### config.mk
export PLATFORM = sky130hd
export DESIGN_NAME = prio_enc_scan
export DESIGN_NICKNAME = d
export VERILOG_FILES = /design/src/rtl/prio_enc_pkg.sv /design/src/rtl/seg_scan.sv /design/src/rtl/prio_enc_scan.sv
export SDC_FILE = /design/constraint.sdc
export NUM_CORES = 1
export LEC_CHECK = 0
export BUFFER_PORTS_ARGS = -buffer_cell sky130_fd_sc_hd__buf_2
export CORE_UTILIZATION = 50
export DETAILED_ROUTE_END_ITERATION = 10
export PLACE_DENSITY_LB_ADDON = 0.1
export SETUP_SLACK_MARGIN = 0.2
export SLEW_MARGIN = 0
export SYNTH_ARGS = -nofsm -noshare
export SYNTH_HDL_FRONTEND = slang
export SYNTH_SLANG_ARGS = --single-unit
### constraint.sdc
create_clock -name clk -period 1.75 [get_ports clk]
set_input_delay 0.525 -clock clk [delete_from_list [all_inputs] [get_ports clk]]
set_output_delay 0.525 -clock clk [all_outputs]
set_load 0.01 [all_outputs]
### src/rtl/prio_enc_pkg.sv
// Shared constants and helpers for the priority-encoder display path:
// segment glyph table, priority index and binary-to-BCD conversion.
package prio_enc_pkg;

  localparam logic [6:0] SEG_BLANK = 7'b1111111;

  // Active-low {g,f,e,d,c,b,a} glyphs for the numerals 0..9
  localparam logic [6:0] GLYPH [0:9] = '{
    7'b1000000, 7'b1111001, 7'b0100100, 7'b0110000, 7'b0011001,
    7'b0010010, 7'b0000010, 7'b1111000, 7'b0000000, 7'b0010000
  };

  localparam int BCD_MAX = 16;

  function automatic logic [5:0] prio_idx(input logic [63:0] v);
    logic [5:0] idx;
    idx = '0;
    for (int i = 0; i < 64; i++) begin
      if (v[i]) idx = 6'(i);
    end
    return idx;
  endfunction

  function automatic logic [6:0] glyph(input logic [3:0] nib);
    return (nib < 4'd10) ? GLYPH[nib] : SEG_BLANK;
  endfunction

  // Double-dabble; only the lowest ndig nibbles are corrected
  function automatic logic [4*BCD_MAX-1:0] bin2bcd(input logic [5:0] bin, input int ndig);
    logic [4*BCD_MAX-1:0] bcd;
    bcd = '0;
    for (int i = 5; i >= 0; i--) begin
      for (int d = 0; d < BCD_MAX; d++) begin
        if (d < ndig && bcd[4*d +: 4] >= 4'd5) bcd[4*d +: 4] = bcd[4*d +: 4] + 4'd3;
      end
      bcd = {bcd[4*BCD_MAX-2:0], bin[i]};
    end
    return bcd;
  endfunction

endpackage

### src/rtl/seg_scan.sv
// Time-multiplexed active-low 7-segment scanner with leading-zero blanking;
// an and seg are registered together from the same digit index.
module seg_scan
  import prio_enc_pkg::*;
#(
  parameter int DIGITS   = 2,
  parameter int SCAN_DIV = 1000
) (
  input  logic                clk,
  input  logic                rst,
  input  logic [4*DIGITS-1:0] bcd,
  input  logic                blank,
  output logic [DIGITS-1:0]   an,
  output logic [6:0]          seg
);

  localparam int IW = (DIGITS > 1) ? $clog2(DIGITS) : 1;
  localparam int SW = $clog2(SCAN_DIV);

  logic [SW-1:0] r_cnt;
  logic [IW-1:0] r_idx;
  logic [3:0]    w_nib;
  logic          w_dblank;

  always_comb begin
    logic zeros;
    zeros    = 1'b1;
    w_nib    = 4'd0;
    w_dblank = 1'b0;
    for (int d = DIGITS - 1; d >= 0; d--) begin
      zeros = zeros && (bcd[4*d +: 4] == 4'd0);
      if (int'(r_idx) == d) begin
        w_nib    = bcd[4*d +: 4];
        w_dblank = zeros && (d != 0);
      end
    end
  end

  always_ff @(posedge clk) begin
    if (rst) begin
      r_cnt <= '0;
      r_idx <= '0;
      an    <= ~DIGITS'(1);
      seg   <= SEG_BLANK;
    end else begin
      if (r_cnt == SW'(SCAN_DIV - 1)) begin
        r_cnt <= '0;
        r_idx <= (int'(r_idx) == DIGITS - 1) ? '0 : r_idx + 1'b1;
      end else begin
        r_cnt <= r_cnt + 1'b1;
      end
      an  <= ~(DIGITS'(1) << r_idx);
      seg <= (blank || w_dblank) ? SEG_BLANK : glyph(w_nib);
    end
  end

endmodule

### src/rtl/prio_enc_scan.sv
// Registered priority encoder feeding a multiplexed decimal display.
// Define PRIO_ENC_HOLD_EN to hold the last non-zero code when the input idles.
module prio_enc_scan
  import prio_enc_pkg::*;
#(
  parameter  int WIDTH    = 8,
  parameter  int DIGITS   = 2,
  parameter  int SCAN_DIV = 1000,
  localparam int CW       = $clog2(WIDTH)
) (
  input  logic              clk,
  input  logic              rst,
  input  logic [WIDTH-1:0]  sw,
  input  logic              enable,
  output logic              indicator,
  output logic [CW-1:0]     code,
  output logic              chg,
  output logic [6:0]        seg,
  output logic [DIGITS-1:0] an
);

  logic [WIDTH-1:0]    r_sw_p0, r_sw_p1;
  logic                r_en_p0, r_en_p1;
  logic [CW-1:0]       r_code_p2;
  logic                r_ind_p2, r_chg_p2;
  logic [WIDTH-1:0]    w_gated;
  logic                w_any;
  logic [CW-1:0]       w_code_nxt;
  logic [4*DIGITS-1:0] w_bcd;
  logic                w_blank;

  // p0/p1: two-flop synchroniser
  always_ff @(posedge clk) begin
    if (rst) begin
      r_sw_p0 <= '0;
      r_en_p0 <= 1'b0;
      r_sw_p1 <= '0;
      r_en_p1 <= 1'b0;
    end else begin
      r_sw_p0 <= sw;
      r_en_p0 <= enable;
      r_sw_p1 <= r_sw_p0;
      r_en_p1 <= r_en_p0;
    end
  end

  assign w_gated = r_sw_p1 & {WIDTH{r_en_p1}};
  assign w_any   = |w_gated;

`ifdef PRIO_ENC_HOLD_EN
  logic r_held_p2;
  assign w_code_nxt = w_any ? CW'(prio_idx(64'(w_gated))) : r_code_p2;
  assign w_blank    = ~r_held_p2;

  always_ff @(posedge clk) begin
    if (rst)        r_held_p2 <= 1'b0;
    else if (w_any) r_held_p2 <= 1'b1;
  end
`else
  assign w_code_nxt = CW'(prio_idx(64'(w_gated)));
  assign w_blank    = ~r_ind_p2;
`endif

  // p2: encode and change detect
  always_ff @(posedge clk) begin
    if (rst) begin
      r_code_p2 <= '0;
      r_ind_p2  <= 1'b0;
      r_chg_p2  <= 1'b0;
    end else begin
      r_code_p2 <= w_code_nxt;
      r_ind_p2  <= w_any;
      r_chg_p2  <= (w_code_nxt != r_code_p2) || (w_any != r_ind_p2);
    end
  end

  assign code      = r_code_p2;
  assign indicator = r_ind_p2;
  assign chg       = r_chg_p2;

  assign w_bcd = (4*DIGITS)'(bin2bcd(6'(r_code_p2), DIGITS));

  seg_scan #(
    .DIGITS   (DIGITS),
    .SCAN_DIV (SCAN_DIV)
  ) u_seg_scan (
    .clk   (clk),
    .rst   (rst),
    .bcd   (w_bcd),
    .blank (w_blank),
    .an    (an),
    .seg   (seg)
  );

endmodule

==> results of run 1 <==
routing by layer:
layer  GRT usage  part of all wire  up-vias
met5           0                 0        -
met4     0.08844             0.022        0
met3     0.05934             0.041        7
met2      0.3005              0.50       26
met1      0.1864              0.44      522
li1            -                 -      590
area by class of cell:
class	count	area share
Inverter	9	0.01799
Sequential cell	43	0.4610
Clock inverter	2	0.03198
Clock buffer	6	0.02199
Timing Repair Buffer	26	0.07195
Tap cell	44	0.02931
Multi-Input combinational cell	107	0.3658
flip-flops by register name, summed over array words and instances (netlist names):
signal / flops
u_seg_scan.seg: 7
chg: 1
u_seg_scan.an: 2
u_seg_scan.r_idx: 1
r_en_p1: 1
code: 3
r_en_p0: 1
r_sw_p1: 8
r_sw_p0: 8
indicator: 1
u_seg_scan.r_cnt: 10
stage by stage:
stage               setup slack [ps]  cells  hold slack, ps  utilization
global placement               372.6    229           421.5       0.5795
floorplan                      347.7    164           413.8            -
global route                   231.7    237           358.8       0.6152
detailed placement             331.9    229           425.4       0.5795
finish                         281.7    237           378.2       0.6152
CTS                            244.0    237           359.7       0.6131
final timing paths:
path	end	depth (start not counted)	startpoint
worst max-delay path	code[1]	1	code[1]$_SDFF_PP0_
worst min register to register	r_sw_p1[5]$_SDFF_PP0_	1	r_sw_p0[5]$_SDFF_PP0_
worst min-delay path	r_sw_p0[0]$_SDFF_PP0_	2	sw[0]
worst max register to register	u_seg_scan.seg[0]$_SDFF_PP1_	6	code[1]$_SDFF_PP0_
cell usage after synthesis (2+ instances only):
| library cell | n |
|---|---|
| ha_1 | 6 |
| o21ai_0 | 6 |
| nor2b_1 | 21 |
| inv_1 | 9 |
| nand2b_1 | 3 |
| xnor2_1 | 6 |
| o41ai_2 | 2 |
| nand2_1 | 13 |
| xor2_1 | 4 |
| nand4_1 | 2 |
| nor2_1 | 19 |
| nand3_1 | 3 |
| nor4_1 | 2 |
| dfxtp_1 | 43 |
| nor3_1 | 3 |
| clkbuf_1 | 3 |
| buf_2 | 2 |
| a21o_1 | 2 |
worst register-to-register path: stages (launching register included):
cell	delay [ps]
dfxtp_1	440
nor2b_1	260
inv_1	110
ha_1	200
inv_1	40
o21ai_0	90
a21o_1	170
placed cells by master, fill, tap and decap left out, drive strengths merged, types with 6 or more instances in the layout:
| cell type | count |
|---|---|
| buf | 26 |
| clkbuf | 6 |
| dfxtp | 43 |
| ha | 6 |
| inv | 9 |
| nand2 | 13 |
| nor2 | 19 |
| nor2b | 21 |
| o21ai | 6 |
| xnor2 | 6 |
power by group through the flow:
stage | Combinational (W) | Clock, W | Sequential [W]
after CTS | 0.0000920 | 0.000766 | 0.00103
after detailed placement | 0.0000915 | 0 | 0.00105
final | 0.0000904 | 0.000749 | 0.00103
after floorplan | 0.0000598 | 0 | 0.00105
after global routing | 0.000103 | 0.000809 | 0.00104
after global placement | 0.0000872 | 0 | 0.00105
cell families after synthesis:
| kind of cell | Yosys count | synth area share |
|---|---|---|
| compound gates | 18 | 0.08601 |
| xor+xnor | 10 | 0.05473 |
| fa+ha+maj | 6 | 0.04691 |
| buf+inv | 14 | 0.03440 |
| flops | 43 | 0.5379 |
| simple gates | 73 | 0.2400 |
==> results.sh, run 1 <==
export IMPL_grtUsageTotal=0.1729
export IMPL_min_period_ps=1468
export IMPL_die_w_um=58.58
export IMPL_h_tree_depth=2
export IMPL_p_clk_frac=0.401
export IMPL_wl_per_cell_um=10.75
export IMPL_clockBufferDepth=2
export IMPL_r2r_slack_ps=350
export IMPL_clock_sinks=43
export IMPL_vias=1145
export IMPL_grt_pass1_vias=1031
export IMPL_design_area_um2=1878
export IMPL_synth_cells=164
export IMPL_drtIter0Drc=63
export IMPL_p_leak_nw=0.7593
export IMPL_cp_num_buf_inv=1
export IMPL_finalSetupViolations=0
export IMPL_place_hpwl_um=1832
export IMPL_insertion_delay_ps=350
export IMPL_multi_input_comb_area_um2=686.9
export IMPL_min_path_type="in -> reg"
export IMPL_grt_antenna_before_repair=0
export IMPL_synth_area_leaders="dfxtp_1 (54%), nor2b_1 (8.2%), ha_1 (4.7%), nor2_1 (4.5%), xnor2_1 (3.3%)"
export IMPL_final_layout_size_suffix_gt1_frac=0.2021
export IMPL_post_cts_setup_buffers=0
export IMPL_skew_ps=19.22
export IMPL_num_fill_cells=271
export IMPL_cp_cell_sequence="buf_2"
export IMPL_yosysSeqAreaShare=0.5379
export IMPL_tns_ps=0
export IMPL_io_pins=25
export IMPL_syn_nets=181
export IMPL_synth_ff_type="dfxtp_1"
export IMPL_yosysTopAreaCellShare=0.5379
export IMPL_rsz0062_at_grt="no"
export IMPL_grt_max_degree=20
export IMPL_crit_arrival_ps=940
export IMPL_cts_tree="built"
export IMPL_synth_edf_count=0
export IMPL_slowest_stage="dfxtp_1"
export IMPL_ys_seq_elements=43
export IMPL_start_util=0.5242
export IMPL_worstMarginPinSlew_ps=400.8
export IMPL_die_h_um=58.58
export IMPL_drcViolationCount=0
export IMPL_internal_power_w=0.001501
export IMPL_port_buffers=24
export IMPL_startpoint_type="register"
export IMPL_synth_distinct_cells=33
export IMPL_syn_to_final_growth_pct=17.36
export IMPL_clk_pin_slew_ps=120
export IMPL_relSlewSlack=0.7299
export IMPL_wl_um=2548
export IMPL_final_period_utilization=0.8390
export IMPL_diodes=0
export IMPL_crit_type="reg -> out"
export IMPL_dieArea_um2=3431
export IMPL_crit_path_end_kind="primary output"
export IMPL_seqPwrFrac=0.551
export IMPL_core_rowCount=20
export IMPL_grt_first_pass_wirelength_um=4312
export IMPL_overflow=0
export IMPL_synth_area_um2=1600
export IMPL_max_freq_mhz=681.0
export IMPL_cts_root_buf="clkbuf_4"
export IMPL_p_per_area_nw_per_um2=995.6
export IMPL_synth_area_leader_cell="dfxtp_1"
export IMPL_final_nets=209
export IMPL_slew_violations=0
export IMPL_hold_viol=0
export IMPL_dr_pass1_iters=4
export IMPL_max_stage_delay_ps=440
export IMPL_ys_warnings_count=0
export IMPL_cts_buffers=5
export IMPL_ir_drop_uv=598.6
export IMPL_synthArstFlopShare=0
export IMPL_core_area_um2=3053
export IMPL_sw_frac_of_total=0.1974
export IMPL_place_congestion=0.8192
export IMPL_area_sequential_um2=865.8
export IMPL_vias_per_cell=4.831
export IMPL_total_power_w=0.001870
export IMPL_cts_resized=1
export IMPL_combPwrFrac=0.048
export IMPL_crit_required_ps=1220
export IMPL_outcome="complete, no violations"
export IMPL_p_switching_w=0.0003690
export IMPL_critPathMaxFanout=6
export IMPL_ctsHoldBuffers=0
export IMPL_drv_cap=0
export IMPL_syn_area_per_cell_um2=9.758
export IMPL_placed_cell_area_um2=1769
export IMPL_ant_nets=0
export IMPL_cpLargestDelayFamily="flip-flops"
(Power assumes the default switching activity.)
==> run 2, diff against run 1 <==
clock period = 1.5 ns   (was 1.75 ns; I/O delays follow)
==> run 2 against run 1 <==
  * Register-to-register slack got worse by 150 ps
  * First-iteration DRC count shrank 57%
  * Power up 0.35%
  * Critical endpoint is now chg$_SDFF_PP0_
  * Highest routed layer unchanged
==> results.sh, run 2 (synthesis gave the netlist of run 1 again) <==
export IMPL_core_area_um2=3053
export IMPL_dr_pass1_iters=4
export IMPL_cts_tree="built"
export IMPL_cts_root_buf="clkbuf_4"
export IMPL_wl_per_cell_um=11.06
export IMPL_grt_max_degree=21
export IMPL_crit_arrival_ps=1520
export IMPL_wl_um=2720
export IMPL_slew_violations=0
export IMPL_rsz0062_at_grt="yes"
export IMPL_final_nets=219
export IMPL_drtIter0Drc=27
export IMPL_largest_reg_flops=10
export IMPL_tns_ps=0
export IMPL_start_util=0.5242
export IMPL_grt_antenna_before_repair=0
export IMPL_port_buffers=24
export IMPL_max_freq_mhz=768.3
export IMPL_skew_ps=9.207
export IMPL_critPathMaxFanout=5
export IMPL_combPwrFrac=0.069
export IMPL_min_path_type="in -> reg"
export IMPL_outcome="complete, no violations"
export IMPL_grt_pass1_vias=1061
export IMPL_relSlewSlack=0.7925
export IMPL_p_switching_w=0.0004127
export IMPL_final_period_utilization=0.8677
export IMPL_final_layout_size_suffix_gt1_frac=0.3267
export IMPL_startpoint_type="register"
export IMPL_grt_util_met2=0.2759
export IMPL_insertion_delay_ps=330
export IMPL_pre_cts_ws_ps=102.9
export IMPL_hold_viol=0
export IMPL_drv_cap=0
export IMPL_grtUsageTotal=0.1671
export IMPL_crit_required_ps=1720
export IMPL_grt_use_met3=0.05934
export IMPL_cts_buffers=5
export IMPL_finalSetupViolations=0
export IMPL_place_congestion=0.7646
export IMPL_dieArea_um2=3431
export IMPL_p_clk_frac=0.289
export IMPL_syn_to_final_growth_pct=26.27
export IMPL_final_common_cell="dfxtp_1"
export IMPL_reg2reg_from="r_sw_p1[5]$_SDFF_PP0_"
export IMPL_place_hpwl_um=1773
export IMPL_ir_drop_uv=627.7
export IMPL_top_register="u_seg_scan.r_cnt"
export IMPL_p_leak_nw=0.8156
export IMPL_min_delay_start="sw[4]"
export IMPL_worstMarginPinSlew_ps=310.2
export IMPL_clk_pin_slew_ps=110
export IMPL_io_pins=25
export IMPL_p_per_area_nw_per_um2=928.5
export IMPL_final_cell_mix="dfxtp_1 (30), nor2b_1 (20), buf_2 (20), nor2_1 (19), nand2_1 (13)"
export IMPL_seqPwrFrac=0.642
export IMPL_vias=1205
export IMPL_clock_sinks=43
export IMPL_internal_power_w=0.001464
export IMPL_crit_type="reg -> reg"
export IMPL_core_rowCount=20
export IMPL_r2r_end="chg$_SDFF_PP0_"
export IMPL_whs_ps=315.8
export IMPL_grt_first_pass_wirelength_um=4181
export IMPL_largestRegisters="u_seg_scan.r_cnt (10), r_sw_p0 (8), r_sw_p1 (8)"
export IMPL_sw_frac_of_total=0.2200
export IMPL_die_h_um=58.58
export IMPL_worst_slack_ps=198.4
export IMPL_num_fill_cells=252
export IMPL_holdPathEnd="r_sw_p0[4]$_SDFF_PP0_"
export IMPL_use_met1=0.1844
export IMPL_crit_path_end_kind="register"
export IMPL_reg2reg_depth=4
export IMPL_total_power_w=0.001876
export IMPL_overflow=0
export IMPL_placed_cell_area_um2=1779
export IMPL_min_period_ps=1302
export IMPL_gr_max_usage_layer="met2"
export IMPL_die_w_um=58.58
export IMPL_diodes=0
export IMPL_r2r_slack_ps=200
export IMPL_ctsHoldBuffers=0
export IMPL_drcViolationCount=0
export IMPL_hold_depth=2
export IMPL_h_tree_depth=2
export IMPL_design_area_um2=2021
export IMPL_vias_per_cell=4.898
export IMPL_clockBufferDepth=2
export IMPL_ant_nets=0
[run 2: cell types whose count changed in the layout (fill, tap and decap cells not counted), sizes merged]
cell    delta
buf       +10
bufinv     -2
clkinv     +1
[run 2: power by group through the flow]
| stage | Clock (W) | Combinational, W | Sequential, W |
|---|---|---|---|
| final | 0.000542 | 0.000129 | 0.00121 |
| after global routing | 0.000627 | 0.000146 | 0.00121 |
| after floorplan | 0 | 0.0000707 | 0.00123 |
| after CTS | 0.000573 | 0.000117 | 0.00120 |
| after detailed placement | 0 | 0.000107 | 0.00123 |
| after global placement | 0 | 0.000104 | 0.00123 |
[run 2: final cells by class]
class | instances | area, um^2 | area share
tap | 44 | 55.05 | 0.02724
clock buffer | 6 | 51.30 | 0.02539
clock inverter | 1 | 5.005 | 0.002477
multi-input combinational | 107 | 750.7 | 0.3715
sequential | 43 | 889.6 | 0.4402
timing repair buffer | 36 | 235.2 | 0.1164
inverter | 9 | 33.78 | 0.01672
[run 2: through the flow]
stage,std cells,utilization
2_1_floorplan,164,-
3_3_place_gp,230,0.5828
3_5_place_dp,230,0.5828
4_1_cts,242,0.6262
5_1_grt,246,0.6619
6_report,246,0.6619
[run 2: worst max-delay path: stages, from the launching register on]
cell     delay, ps
dfxtp_2        370
o41ai_4        400
nand2_1        110
o22ai_1        180
a41oi_1        130
[run 2: layer usage]
| layer | part of all wire | vias to the layer above |
|---|---|---|
| li1 | - | 615 |
| met1 | 0.42 | 545 |
| met2 | 0.51 | 33 |
| met3 | 0.035 | 12 |
| met4 | 0.035 | 0 |
| met5 | 0 | - |
[run 2: worst max path at each step]
| stage | start | endpoint | slack [ps] | cells after the start |
|---|---|---|---|---|
| after global placement | r_sw_p1[7]$_SDFF_PP0_ | chg$_SDFF_PP0_ | 170 | 4 |
| after floorplan | rst | u_seg_scan.seg[3]$_SDFF_PP1_ | 220 | 4 |
| after CTS | r_sw_p1[0]$_SDFF_PP0_ | chg$_SDFF_PP0_ | 200 | 4 |
| final | r_sw_p1[5]$_SDFF_PP0_ | chg$_SDFF_PP0_ | 200 | 4 |
| after global routing | r_sw_p1[5]$_SDFF_PP0_ | chg$_SDFF_PP0_ | 100 | 4 |
| after detailed placement | u_seg_scan.r_cnt[0]$_SDFF_PP0_ | u_seg_scan.r_cnt[5]$_SDFF_PP0_ | 100 | 5 |
[run 2: timing repair]
action	in CTS	in global routing
gates cloned	0	0
pin swaps	3	4
setup endpoints to repair	15	17
resized for setup	13	20
setup buffers	5	4
